<file path="src/rtl/draw_engine_arbiter.sv">
// draw_engine_arbiter: round-robin share of one pixel plotter between NREQ sprite requesters.
// Flow: IDLE -> LAUNCH (1 cycle, drw_start) -> WAIT (until drw_done) -> RELEASE (1 cycle, done).
// Ports: req/req_x/req_y/req_colour in (packed per requester), grant/done out (one-hot),
//   drw_start/drw_x/drw_y/drw_colour to plotter, drw_done from plotter, busy, timeout_err.
// Optional macro DRAW_ARB_TIMEOUT_EN adds a WAIT watchdog of TIMEOUT cycles; without it
//   WAIT holds indefinitely and timeout_err is tied low.
module draw_engine_arbiter #(
  parameter int NREQ    = 3,
  parameter int XW      = 8,
  parameter int YW      = 7,
  parameter int CW      = 3,
  parameter int TIMEOUT = 20000
) (
  input  logic               clk,
  input  logic               reset_n,
  input  logic [NREQ-1:0]    req,
  input  logic [NREQ*XW-1:0] req_x,
  input  logic [NREQ*YW-1:0] req_y,
  input  logic [NREQ*CW-1:0] req_colour,
  output logic [NREQ-1:0]    grant,
  output logic [NREQ-1:0]    done,
  output logic               drw_start,
  output logic [XW-1:0]      drw_x,
  output logic [YW-1:0]      drw_y,
  output logic [CW-1:0]      drw_colour,
  input  logic               drw_done,
  output logic               busy,
  output logic               timeout_err
);

  localparam int LW = (NREQ > 1) ? $clog2(NREQ) : 1;

  if (NREQ < 2 || NREQ > 8) begin : g_bad_nreq
    $error("draw_engine_arbiter: NREQ must be in 2..8");
  end
  if (TIMEOUT < 1 || TIMEOUT > 32767) begin : g_bad_timeout
    $error("draw_engine_arbiter: TIMEOUT must fit the 15-bit watchdog");
  end

  typedef enum logic [1:0] {IDLE, LAUNCH, WAIT, RELEASE} state_t;

  state_t          state, state_nxt;
  logic [LW-1:0]   last;      // most recently serviced requester
  logic [LW-1:0]   win;       // requester currently being drawn
  logic [LW-1:0]   pick;
  logic [NREQ-1:0] mask;      // blocks the just-serviced requester for one IDLE cycle
  logic [NREQ-1:0] eligible;
  logic [LW:0]     cand;
  logic            found;
  logic            wd_fire;
  logic            release_now;

  // Search last+1, last+2, ... wrapping once; cand never exceeds 2*NREQ-1 so a single
  // conditional subtract is enough for the modulo.
  always_comb begin
    eligible = req & ~mask;
    found    = 1'b0;
    pick     = '0;
    cand     = '0;
    for (int i = 1; i <= NREQ; i++) begin
      cand = {1'b0, last} + (LW+1)'(i);
      if (cand >= (LW+1)'(NREQ)) cand = cand - (LW+1)'(NREQ);
      if (!found && eligible[cand[LW-1:0]]) begin
        found = 1'b1;
        pick  = cand[LW-1:0];
      end
    end
  end

`ifdef DRAW_ARB_TIMEOUT_EN
  localparam logic [14:0] WD_LAST = 15'(TIMEOUT - 1);
  logic [14:0] wd_cnt;

  // Counter is zeroed in LAUNCH so it starts at 0 on the first WAIT cycle; it fires on
  // the edge that ends the TIMEOUT-th WAIT cycle.
  assign wd_fire = (state == WAIT) && (wd_cnt == WD_LAST);

  always_ff @(posedge clk or negedge reset_n) begin
    if (!reset_n) begin
      wd_cnt      <= '0;
      timeout_err <= 1'b0;
    end else begin
      if (state == LAUNCH)    wd_cnt <= '0;
      else if (state == WAIT) wd_cnt <= wd_cnt + 15'd1;
      if (wd_fire && !drw_done) timeout_err <= 1'b1;
    end
  end
`else
  assign wd_fire     = 1'b0;
  assign timeout_err = 1'b0;
`endif

  assign release_now = drw_done || wd_fire;
  assign busy        = (state != IDLE);

  always_comb begin
    state_nxt = state;
    case (state)
      IDLE:    if (found) state_nxt = LAUNCH;
      LAUNCH:  state_nxt = WAIT;
      WAIT:    if (release_now) state_nxt = RELEASE;
      RELEASE: state_nxt = IDLE;
      default: state_nxt = IDLE;
    endcase
  end

  always_ff @(posedge clk or negedge reset_n) begin
    if (!reset_n) begin
      state      <= IDLE;
      last       <= LW'(NREQ - 1);
      win        <= '0;
      mask       <= '0;
      grant      <= '0;
      done       <= '0;
      drw_start  <= 1'b0;
      drw_x      <= '0;
      drw_y      <= '0;
      drw_colour <= '0;
    end else begin
      state     <= state_nxt;
      drw_start <= 1'b0;
      done      <= '0;
      case (state)
        IDLE: begin
          mask <= '0;
          if (found) begin
            win        <= pick;
            grant      <= NREQ'(1) << pick;
            drw_start  <= 1'b1;
            drw_x      <= req_x[int'(pick)*XW +: XW];
            drw_y      <= req_y[int'(pick)*YW +: YW];
            drw_colour <= req_colour[int'(pick)*CW +: CW];
          end
        end
        WAIT: begin
          if (release_now) begin
            done  <= NREQ'(1) << win;
            grant <= '0;
            last  <= win;
            mask  <= NREQ'(1) << win;
          end
        end
        default: ;
      endcase
    end
  end

endmodule

</file>
<file path="config.mk">
export PLATFORM = sky130hd
export DESIGN_NAME = draw_engine_arbiter
export DESIGN_NICKNAME = d
export VERILOG_FILES = /design/src/rtl/draw_engine_arbiter.sv
export SDC_FILE = /design/constraint.sdc
export NUM_CORES = 1
export LEC_CHECK = 0
export ABC_AREA = 1
export ABC_CLOCK_PERIOD_IN_PS = 2500
export CAP_MARGIN = 20
export CORE_MARGIN = 2
export CORE_UTILIZATION = 45
export CTS_CLUSTER_DIAMETER = 40
export CTS_CLUSTER_SIZE = 24
export DETAILED_ROUTE_END_ITERATION = 8
export PLACE_DENSITY = 0.81
export SYNTH_ARGS = -nofsm -noshare
export SYNTH_HDL_FRONTEND = slang
export SYNTH_SLANG_ARGS = --single-unit
</file>
<file path="constraint.sdc">
create_clock -name clk -period 2.5 [get_ports clk]
set_clock_uncertainty 0.1 [all_clocks]
set_input_delay 0.5 -clock clk [delete_from_list [all_inputs] [get_ports clk]]
set_output_delay 0.5 -clock clk [all_outputs]
set_load 0.01 [all_outputs]
</file>
==> results.md, run 1 <==
* Outcome: complete, no violations
* Die area at a little under 6000 um^2
* Yosys top cell by area: dfrtp_1
* Crit path max fanout at 19
* Gpl congestion at 0.872
* WL/cell at around 13 um
* Site row count at 26
* WL final at ~6000 um
* Ys Warns at 0
* Setup WS post-layout at ~160 ps
* Clock slew at reported path FFs at about 70 ps
* Largest net degree at the start of global routing at 35
* ANT cells at 0
* CP Cell Sequence: inv_1 -> ha_4 -> inv_6 -> o21ai_0 -> nand2_1 -> nand3_4 -> nand3_4 -> nand2_4 -> nand2_1 -> nand3_1 -> a21oi_1
* Crit-path leading delay family: simple AND/OR/NAND/NOR gates
* Post-Synthesis Net Count at ~370
* Asr flop ratio synth at between 90% and 100%
* Synth area leaders: dfrtp_1 34%, nand3_2 9.2%, inv_1 8.8%
* Max_cap viols at 0
* P&R area growth vs syn at 44.0%
* Synthesized area per cell at between 8 and 9 um^2
* Post-CTS Hold Fix Bufs at 0
* Maximum clock path buffer count at 2
* DIE HEIGHT at roughly 77 um
* Yosys top cell area share at about a third
* # fillers at around 460
* Dpl ws at -13.3 ps
* Worst slew margin at 49.6%
* Fin Setup TNS at 0 ps
* Placed Area at ~3400 um^2
* Setup Buffers After CTS at 0
* Register bit total from synthesis at 34
* DRC viols at 0
* Min cycle time layout at approximately 2300 ps
* Clk sinks at 34
* Final setup violating endpoints at 0
* DRT Pass-1 Iters at 4
* Crit-path slowest cell: dfstp_2
* Critical path type: reg -> reg
* Synthesized instance count at roughly 300
* Critical Path Stages at 11
* Total Routing Usage GR at a little over a fifth
* Gr ovfl total at 0
* CTS Buf Count at 5
* I/O pins at slightly below 90
* First-pass GRT wire length at 10200 um
* Critical path's largest stage delay at 560 ps
* Crit end category: flop
* Hold slack at approximately 190 ps
* Number of global-route vias before repair at approximately 2.2k
* Final Max Tran Viols at 0
* Final period util at 93.6%
* CTS tree: built
* Synthesized cell area at ~2400 um^2
* Achievable clock frequency at 0.427 GHz
* Placed cell count at between 400 and 500
* Fin. Hold Viols at 0
* Initial antenna violation count at 0
* Synth Flop Type: dfrtp_1
* Peak supply drop at roughly 0.0010 V
* DP Wirelength at around 4700 um
* Buf/Inv on CP at 2
* Post-synthesis sequential area ratio at 35.5%
* Clk_lat worst skew at ~280 ps
* Avg Vias per Cell at 4.90
* Arr. time, crit path at between 2000 and 2500 ps
* RSZ-0062 raised after global routing: no
* Number of synthesized flops with an enable pin at 0
* Post-Layout Cell Count at 462
* Port buffer count at 85
* Finished Cell Area at 3460 um^2
* Fin nets at 457
* Worst Path Required at around 2600 ps
* Unique masters post-synth at 32
* Worst Tran Pin Value at approximately 760 ps
* Initial Util at around 47%
* Vias at 2264
* Detail Route Antenna Nets at 0
* Pwr/cell area at between 1500 and 2000 nW/um^2
* Worst Setup Start Kind: flop
* Initial drt markers at 113
* Leakage at 1.67 nW
* Core area at roughly 5000 um^2
* Maximum level of the CTS H-tree at 2
* Root buffer cell: clkbuf_8
* Layout cell share with drive strength beyond 1 at a little over a fifth
* Chip width at ~77 um
* Worst Hold Class: in -> async
* Worst r2r path cells at 11
[synthesized netlist by cell type (3+ instances only)]
cell	n
inv_1	56
dfrtp_1	33
nand2_1	32
a21oi_1	28
nor2_1	27
nand3_1	26
nand3_2	22
a21oi_2	10
nand2_2	8
o21ai_0	8
nand2_4	7
ha_1	6
buf_6	5
buf_2	4
buf_4	3
inv_2	3
o22ai_1	3
[state kept, by name, indices dropped and copies added (netlist names)]
signal and count:
win 2, done 3, drw_y 7, grant 3, drw_start 1, mask 3, last 2, state 2
drw_x 8, drw_colour 3
[cell families after synthesis]
| family | after synthesis | synth area share [%] |
|---|---|---|
| flip-flops | 34 | 35.5 |
| other | 1 | 0.156 |
| AND/OR/NAND/NOR | 129 | 32.4 |
| AO/OA/AOI/OAI | 56 | 14.3 |
| buffers and inverters | 73 | 14.5 |
| adder cells (fa/ha/maj) | 6 | 3.13 |
[area by class of cell]
| type | instances | area [um^2] | share of cell area [%] |
|---|---|---|---|
| multi-input combinational | 192 | 1220 | 35.2 |
| timing repair buffer | 98 | 981 | 28.4 |
| sequential | 34 | 852 | 24.6 |
| inverter | 60 | 230 | 6.66 |
| tap | 70 | 87.6 | 2.53 |
| clock buffer | 7 | 86.3 | 2.50 |
| clock inverter | 1 | 5.00 | 0.145 |
[worst register-to-register path, stage by stage, from the launching register on]
cell and delay [ps]:
dfstp_2 560, inv_1 80, ha_4 350, inv_6 70, o21ai_0 110, nand2_1 180
nand3_4 160, nand3_4 100, nand2_4 270, nand2_1 90, nand3_1 100, a21oi_1 70
[layout by cell type, fill, tap and decap left out, types with 2 or more instances in the layout]
cell type / synthesis / routed
a21oi_1: 28 / 27
a21oi_2: 10 / 11
buf_12: 1 / 3
buf_4: 3 / 10
clkbuf_8: 0 / 6
clkdlybuf4s50_1: 0 / 84
dfrtp_1: 33 / 33
ha_1: 6 / 5
inv_1: 56 / 56
inv_2: 3 / 3
nand2_1: 32 / 32
nand2_2: 8 / 8
nand2_4: 7 / 7
nand3_1: 26 / 26
nand3_2: 22 / 22
nand3_4: 2 / 2
nor2_1: 27 / 27
nor2_2: 2 / 2
o211ai_1: 2 / 2
o21ai_0: 8 / 8
o22ai_1: 3 / 3
[power breakdown]
| group | switching (mW) | internal (mW) | leakage [nW] |
|---|---|---|---|
| registers | 0.129 | 0.811 | 0.406 |
| clock network | 0.187 | 0.222 | 0.0482 |
| logic | 2.39 | 1.72 | 1.21 |
[final timing paths]
| check | endpoint | from | slack (ps) |
|---|---|---|---|
| worst max-delay path | drw_colour[1] | last[1] | 160 |
| worst min-delay path | mask[1] | reset_n | 190 |
| worst max register to register | drw_colour[1] | last[1] | 160 |
| worst min register to register | state[0] | state[0] | 390 |
| max in group asynchronous | win[0] | reset_n | 1620 |
| min in group clk | state[0] | state[0] | 390 |
[routing by layer]
layer  up-vias  GRT usage (%)  wire [um]
met5         -              0          0
met4         0           7.14        102
met3         9           3.88        311
met2        75           37.1       2930
met1      1048           26.5       2700
li1       1132              -          -
[repair_timing]
item,CTS,global route
resized for setup,1,2
pin swaps,0,2
gates cloned,0,0
endpoints found under the setup margin,6,23
[metrics by stage]
step | power, mW | utilization [%]
after floorplan | 3.89 | -
after global placement | 4.91 | 65.2
final | 5.46 | 67.3
after global routing | 5.92 | 67.3
after detailed placement | 5.04 | 65.2
after CTS | 5.47 | 67.0
No activity file was read; power rests on OpenSTA's default activity.
==> run 2, diff against run 1 <==
--- a/config.mk
+++ b/config.mk
@@ -14,6 +14,7 @@
 export CTS_CLUSTER_SIZE = 24
 export DETAILED_ROUTE_END_ITERATION = 8
 export PLACE_DENSITY = 0.81
+export SETUP_SLACK_MARGIN = 0.2
 export SYNTH_ARGS = -nofsm -noshare
 export SYNTH_HDL_FRONTEND = slang
 export SYNTH_SLANG_ARGS = --single-unit
==> results.md, run 2 (synthesis gave the netlist of run 1 again) <==
* WL final at 7370 um (+22%)
* Initial antenna violation count at 0 (unchanged)
* Fin. Hold Viols at 0 (unchanged)
* Top Registers: drw_x: 8 flops, drw_y: 7 flops
* Crit-path slowest cell: dfstp_2
* Pwr Total at 6.88 mW (+26%)
* Most common cell after layout, fill and taps aside: clkdlybuf4s50_1
* CP dominant cell by count: nor2_4
* Critical path type: reg -> reg
* Max_cap viols at 0 (unchanged)
* Internal at 3.47 mW (+26%)
* Initial Util at 46.7% (unchanged)
* Buf/Inv on CP at 4 (+2)
* Min cycle time layout at 2440 ps (+97.0 ps)
* P&R area growth vs syn at 58.9%
* Outcome: complete, no violations
* Achievable clock frequency at 0.410 GHz (-4.0%)
* Die area at 5940 um^2 (unchanged)
* Final period util at 97.5% (+3.9 points)
* Clock share of power at 6.1% (-1.4 points)
* Crit end category: flop
* Vias at 2436 (+7.6%)
* Sw Ratio at 49.6% (about the same)
* CP Cell Sequence: inv_2 -> ha_4 -> inv_8 -> nor2_4 -> nor2_4 -> nor2_4 -> nand3_4 -> o21ai_4 -> buf_4 -> buf_4 -> a21oi_1 -> a21oi_2
* Port buffer count at 85 (unchanged)
* Max reg flops at 8 (unchanged)
* Clock slew at reported path FFs at 70 ps (about the same)
* Core area at 5140 um^2 (unchanged)
* Detail Route Antenna Nets at 0 (unchanged)
* Largest net degree at the start of global routing at 35 (unchanged)
* Worst slew margin at 48.2% (-1.4 points)
* Worst Hold Class: in -> async
* Maximum clock path buffer count at 2 (unchanged)
* DRT Pass-1 Iters at 4 (unchanged)
* Gr ovfl total at 0 (unchanged)
* Arr. time, crit path at 2550 ps (+140 ps)
* Final Max Tran Viols at 0 (unchanged)
* Worst Path Required at 2610 ps (+40 ps)
* DIE HEIGHT at 77.0 um (unchanged)
* Most frequent cells in the layout: 84 x clkdlybuf4s50_1, 54 x inv_1, 33 x dfrtp_1
* Total Routing Usage GR at 21.3% (-0.025 points)
* WL/cell at 15.6 um (+19%)
* First-pass GRT wire length at 10200 um (-0.20%)
* Post-CTS Hold Fix Bufs at 0 (unchanged)
* Hold slack at 193 ps (+8.33 ps)
* Worst Setup Start Kind: flop
* P_sw at 3.41 mW (+26%)
* RSZ-0062 raised after global routing: yes
* DRC viols at 0 (unchanged)
* Peak supply drop at 0.00103 V (+1.5%)
* I/O pins at 87 (unchanged)
* CTS tree: built
* Crit path max fanout at 8 (-11)
* Reg power frac at 13.8% (-3.4 points)
* Fin Setup TNS at 0 ps (unchanged)
* Logic pwr share at 80.1% (+4.8 points)
* Chip width at 77.0 um (unchanged)
* Gpl congestion at 0.872 (unchanged)
* Worst Tran Pin Value at 777 ps (+21.6 ps)
* Root buffer cell: clkbuf_8
* CTS Buf Count at 5 (unchanged)
* Maximum level of the CTS H-tree at 2 (unchanged)
* Clk_lat worst skew at 280 ps (about the same)
* Leakage at 1.78 nW (+6.9%)
* Crit-path leading delay family: flip-flops
* Clk sinks at 34 (unchanged)
* Critical path's largest stage delay at 580 ps (+20 ps)
* Layout cell share with drive strength beyond 1 at 30.1% (+9.2 points)
* ANT cells at 0 (unchanged)
* # fillers at 384 (-16%)
* Top reg by flops: drw_x
* Pwr/cell area at 1800 nW/um^2 (+14%)
* Site row count at 26 (unchanged)
* Initial drt markers at 118 (+4.4%)
* Avg Vias per Cell at 5.16 (+5.3%)
* Fin nets at 467 (+2.2%)
* Final setup violating endpoints at 0 (unchanged)
* DP Wirelength at 4660 um (unchanged)
* Number of global-route vias before repair at 2236 (-0.13%)
-- run 2: what timing repair did --
item,CTS,global route
endpoints found under the hold margin,0,0
gates cloned,0,4
setup endpoints to repair,25,25
resized for setup,8,45
pin swaps,4,20
setup buffers,0,6
-- run 2: per-layer routing --
metal / vias to the layer above / wire length (um) / global-route usage (%)
met5: - / 0 / 0
met4: 0 / 153 / 7.14
met3: 13 / 479 / 3.88
met2: 117 / 3750 / 37.1
met1: 1150 / 2990 / 26.4
li1: 1156 / - / -
-- run 2: path summary, 6_finish.rpt --
check                          from  endpoint  slack (ps)  cells after the start
max                         last[1]  drw_y[0]          60                     12
min                         reset_n   mask[1]         190                      1
max reg2reg                 last[1]  drw_y[0]          60                     12
min reg2reg                state[0]  state[0]         390                      1
max in group asynchronous   reset_n  drw_x[5]        1610                      1
min in group clk           state[0]  state[0]         390                      1
-- run 2: worst register-to-register path: cells and delay by family (launching register included) --
kind	cells	cell delay (ps)
compound gates	3	410
fa+ha+maj	1	360
buf+inv	4	480
flops	1	580
simple gates	4	440
-- run 2: final cells by class --
class / instances / area, um^2 / area share, %
clock buffers: 7 / 86.3 / 2.26
repair buffers: 108 / 1130 / 29.6
multi-input cells: 192 / 1420 / 37.2
flip-flops and latches: 34 / 852 / 22.3
clock inverters: 1 / 5.00 / 0.131
well taps: 70 / 87.6 / 2.30
inverters: 60 / 235 / 6.16
-- run 2: power groups by stage --
stage / clock [mW] / sequential [mW] / combinational, mW
after floorplan: 0 / 1.02 / 2.88
after global placement: 0 / 0.941 / 3.97
after detailed placement: 0 / 0.946 / 4.10
after CTS: 0.421 / 0.939 / 4.21
after global routing: 0.449 / 0.975 / 5.89
final: 0.418 / 0.949 / 5.52
-- run 2: metrics by stage --
step / cell area, um^2 / setup WS, ps / util (%) / std cells
final: 3820 / 62.6 / 74.2 / 472
after global routing: 3820 / -27.1 / 74.2 / 472
after CTS: 3480 / 186 / 67.7 / 462
after detailed placement: 3350 / -13.3 / 65.2 / 454
after global placement: 3350 / 74.3 / 65.2 / 454
after floorplan: 2400 / 271 / - / 299
==> run 3, diff against run 2 <==
--- a/config.mk
+++ b/config.mk
@@ -13,7 +13,7 @@
 export CTS_CLUSTER_DIAMETER = 40
 export CTS_CLUSTER_SIZE = 24
 export DETAILED_ROUTE_END_ITERATION = 8
-export PLACE_DENSITY = 0.81
+export PLACE_DENSITY = 0.87
 export SETUP_SLACK_MARGIN = 0.2
 export SYNTH_ARGS = -nofsm -noshare
 export SYNTH_HDL_FRONTEND = slang
==> results.md, run 3 (synthesis gave the netlist of run 1 again) <==
* Outcome: complete, no violations
* Crit end category: flop
* Gpl congestion at 0.825 (-5.3%)
* First-pass GRT wire length at 11000 um (+7.8%)
* Fin. Hold Viols at 0 (unchanged)
* Layout cell share with drive strength beyond 1 at 25.3% (-4.8 points)
* Finished Cell Area at 3690 um^2 (-3.3%)
* Placed Area at 3390 um^2 (+1.2%)
* Clock slew at reported path FFs at 70 ps (about the same)
* Reg power frac at 14.9% (+1.1 points)
* Post-CTS Hold Fix Bufs at 0 (unchanged)
* Achievable clock frequency at 0.436 GHz (+6.3%)
* WL final at 6900 um (-6.4%)
* Maximum clock path buffer count at 2 (unchanged)
* I/O pins at 87 (unchanged)
* P_sw at 3.08 mW (-9.6%)
* R2R Path End: drw_y[3]
* P&R area growth vs syn at 53.7%
* Worst Hold Class: in -> async
* Top Registers: drw_x: 8 flops, drw_y: 7 flops
* Sw Ratio at 48.5% (-1.0 points)
* DIE HEIGHT at 77.0 um (unchanged)
* Site row count at 26 (unchanged)
* Maximum level of the CTS H-tree at 2 (unchanged)
* Vias at 2375 (-2.5%)
* Post-Layout Cell Count at 473 (+0.21%)
* Number of global-route vias before repair at 2309 (+3.3%)
* Initial drt markers at 158 (+34%)
* RSZ-0062 raised after global routing: yes
* Placed cell count at 456 (+0.44%)
* # fillers at 380 (-1.0%)
* Port buffer count at 85 (unchanged)
* Avg Vias per Cell at 5.02 (-2.7%)
* Gr ovfl total at 0 (unchanged)
* Max reg flops at 8 (unchanged)
* Clk sinks at 34 (unchanged)
* Final period util at 91.7% (-5.8 points)
* Register area at 852 um^2 (unchanged)
* CTS tree: built
* Min cycle time layout at 2290 ps (-144 ps)
* Worst Setup Start Kind: flop
* Area of the multi-input gates at 1290 um^2 (-8.7%)
* Final Max Tran Viols at 0 (unchanged)
* Max_cap viols at 0 (unchanged)
* Leakage at 1.76 nW (-1.3%)
* Dpl ws at -20.2 ps (-6.85 ps)
* ANT cells at 0 (unchanged)
* Reg2reg setup slack at 210 ps (+140 ps)
* Critical path type: reg -> reg
* Worst r2r path cells at 11 (-1)
* Chip width at 77.0 um (unchanged)
* Most common cell after layout, fill and taps aside: clkdlybuf4s50_1
* Initial Util at 46.7% (unchanged)
* Setup WS post-layout at 207 ps (+144 ps)
* Reg-to-reg startpoint: last[1]
* Detail Route Antenna Nets at 0 (unchanged)
* Arr. time, crit path at 2410 ps (-140 ps)
* Logic pwr share at 78.4% (-1.7 points)
* CTS Buf Count at 5 (unchanged)
* Worst Tran Pin Value at 781 ps (+4.36 ps)
* Pwr/cell area at 1720 nW/um^2 (-4.5%)
* Clk_lat worst skew at 290 ps (about the same)
* Pwr Total at 6.35 mW (-7.7%)
* Die area at 5940 um^2 (unchanged)
* Peak supply drop at 0.000879 V (-14%)
* Worst slew margin at 47.9% (-0.29 points)
* Largest net degree at the start of global routing at 35 (unchanged)
* Core area at 5140 um^2 (unchanged)
* Worst Path Required at 2620 ps (about the same)
* DRT Pass-1 Iters at 4 (unchanged)
* Crit path max fanout at 12 (+4)
* Clock share of power at 6.7% (+0.6 points)
* Final setup violating endpoints at 0 (unchanged)
* Fin nets at 468 (+0.21%)
* DP Wirelength at 4900 um (+5.1%)
* Initial antenna violation count at 0 (unchanged)
* Total Routing Usage GR at 23.2% (+2.0 points)
* Internal at 3.27 mW (-5.8%)
* Utilization after layout at 71.8% (-2.5 points)
* Root buffer cell: clkbuf_8
* Top reg by flops: drw_x
* Most frequent cells in the layout: 84 x clkdlybuf4s50_1, 54 x inv_1, 33 x dfrtp_1
* DRC viols at 0 (unchanged)
* WL/cell at 14.6 um (-6.6%)
## run 3: cell count changes in the layout (fill, tap and decap cells not counted), sizes merged
cell,previous run,this run
clkbuf,10,8
buf,21,25
clkinv,1,0
## run 3: stage by stage
stage | setup TNS (ps) | hold WS, ps
2_1_floorplan | 0 | 104
3_3_place_gp | 0 | 361
3_5_place_dp | -103 | 366
6_report | 0 | 180
4_1_cts | 0 | 210
5_1_grt | 0 | 235
## run 3: what timing repair did
action                     4_1_cts  5_1_grt
gates resized for setup         13       14
setup buffers                    5        3
pin swaps                       10       13
gates cloned                     1        0
setup endpoints to repair       26       24
## run 3: final cells by class
class	instances	area share, %
sequential	34	23.1
timing repair buffer	109	30.7
clock buffer	8	2.44
multi-input combinational	192	35.1
inverter	60	6.31
tap	70	2.37
## run 3: layer usage
metal	routed length (um)	up-vias	global-route usage [%]
li1	-	1151	-
met1	2770	1119	29.0
met2	3550	95	41.0
met3	486	10	4.82
met4	94	0	6.07
met5	0	-	0
## run 3: worst max-delay path by stage
stage / from / to / slack [ps] / depth (start not counted)
final: last[1] / drw_y[3] / 210 / 11
after CTS: last[1] / drw_x[6] / 200 / 11
after floorplan: last[1] / drw_colour[0] / 270 / 15
after global routing: last[1] / drw_x[4] / 100 / 11
after global placement: last[1] / drw_y[0] / 90 / 12
after detailed placement: last[1] / drw_y[2] / -20 / 12
## run 3: power by group through the flow
stage          logic, mW  registers [mW]  clock network [mW]
2_1_floorplan       2.88            1.02                   0
3_3_place_gp        4.05           0.939                   0
3_5_place_dp        4.21           0.949                   0
4_1_cts             4.65           0.941               0.425
5_1_grt             5.39           0.966               0.460
6_report            4.98           0.946               0.426
## run 3: critical path: stages (launching register included)
cell and delay [ps]:
dfstp_2 540, inv_2 50, ha_4 340, buf_4 140
nand3_1 90, nand2_2 160, buf_12 120, nand4_4 150
buf_6 200, nand3_1 80, nand3_1 90, a21oi_1 160
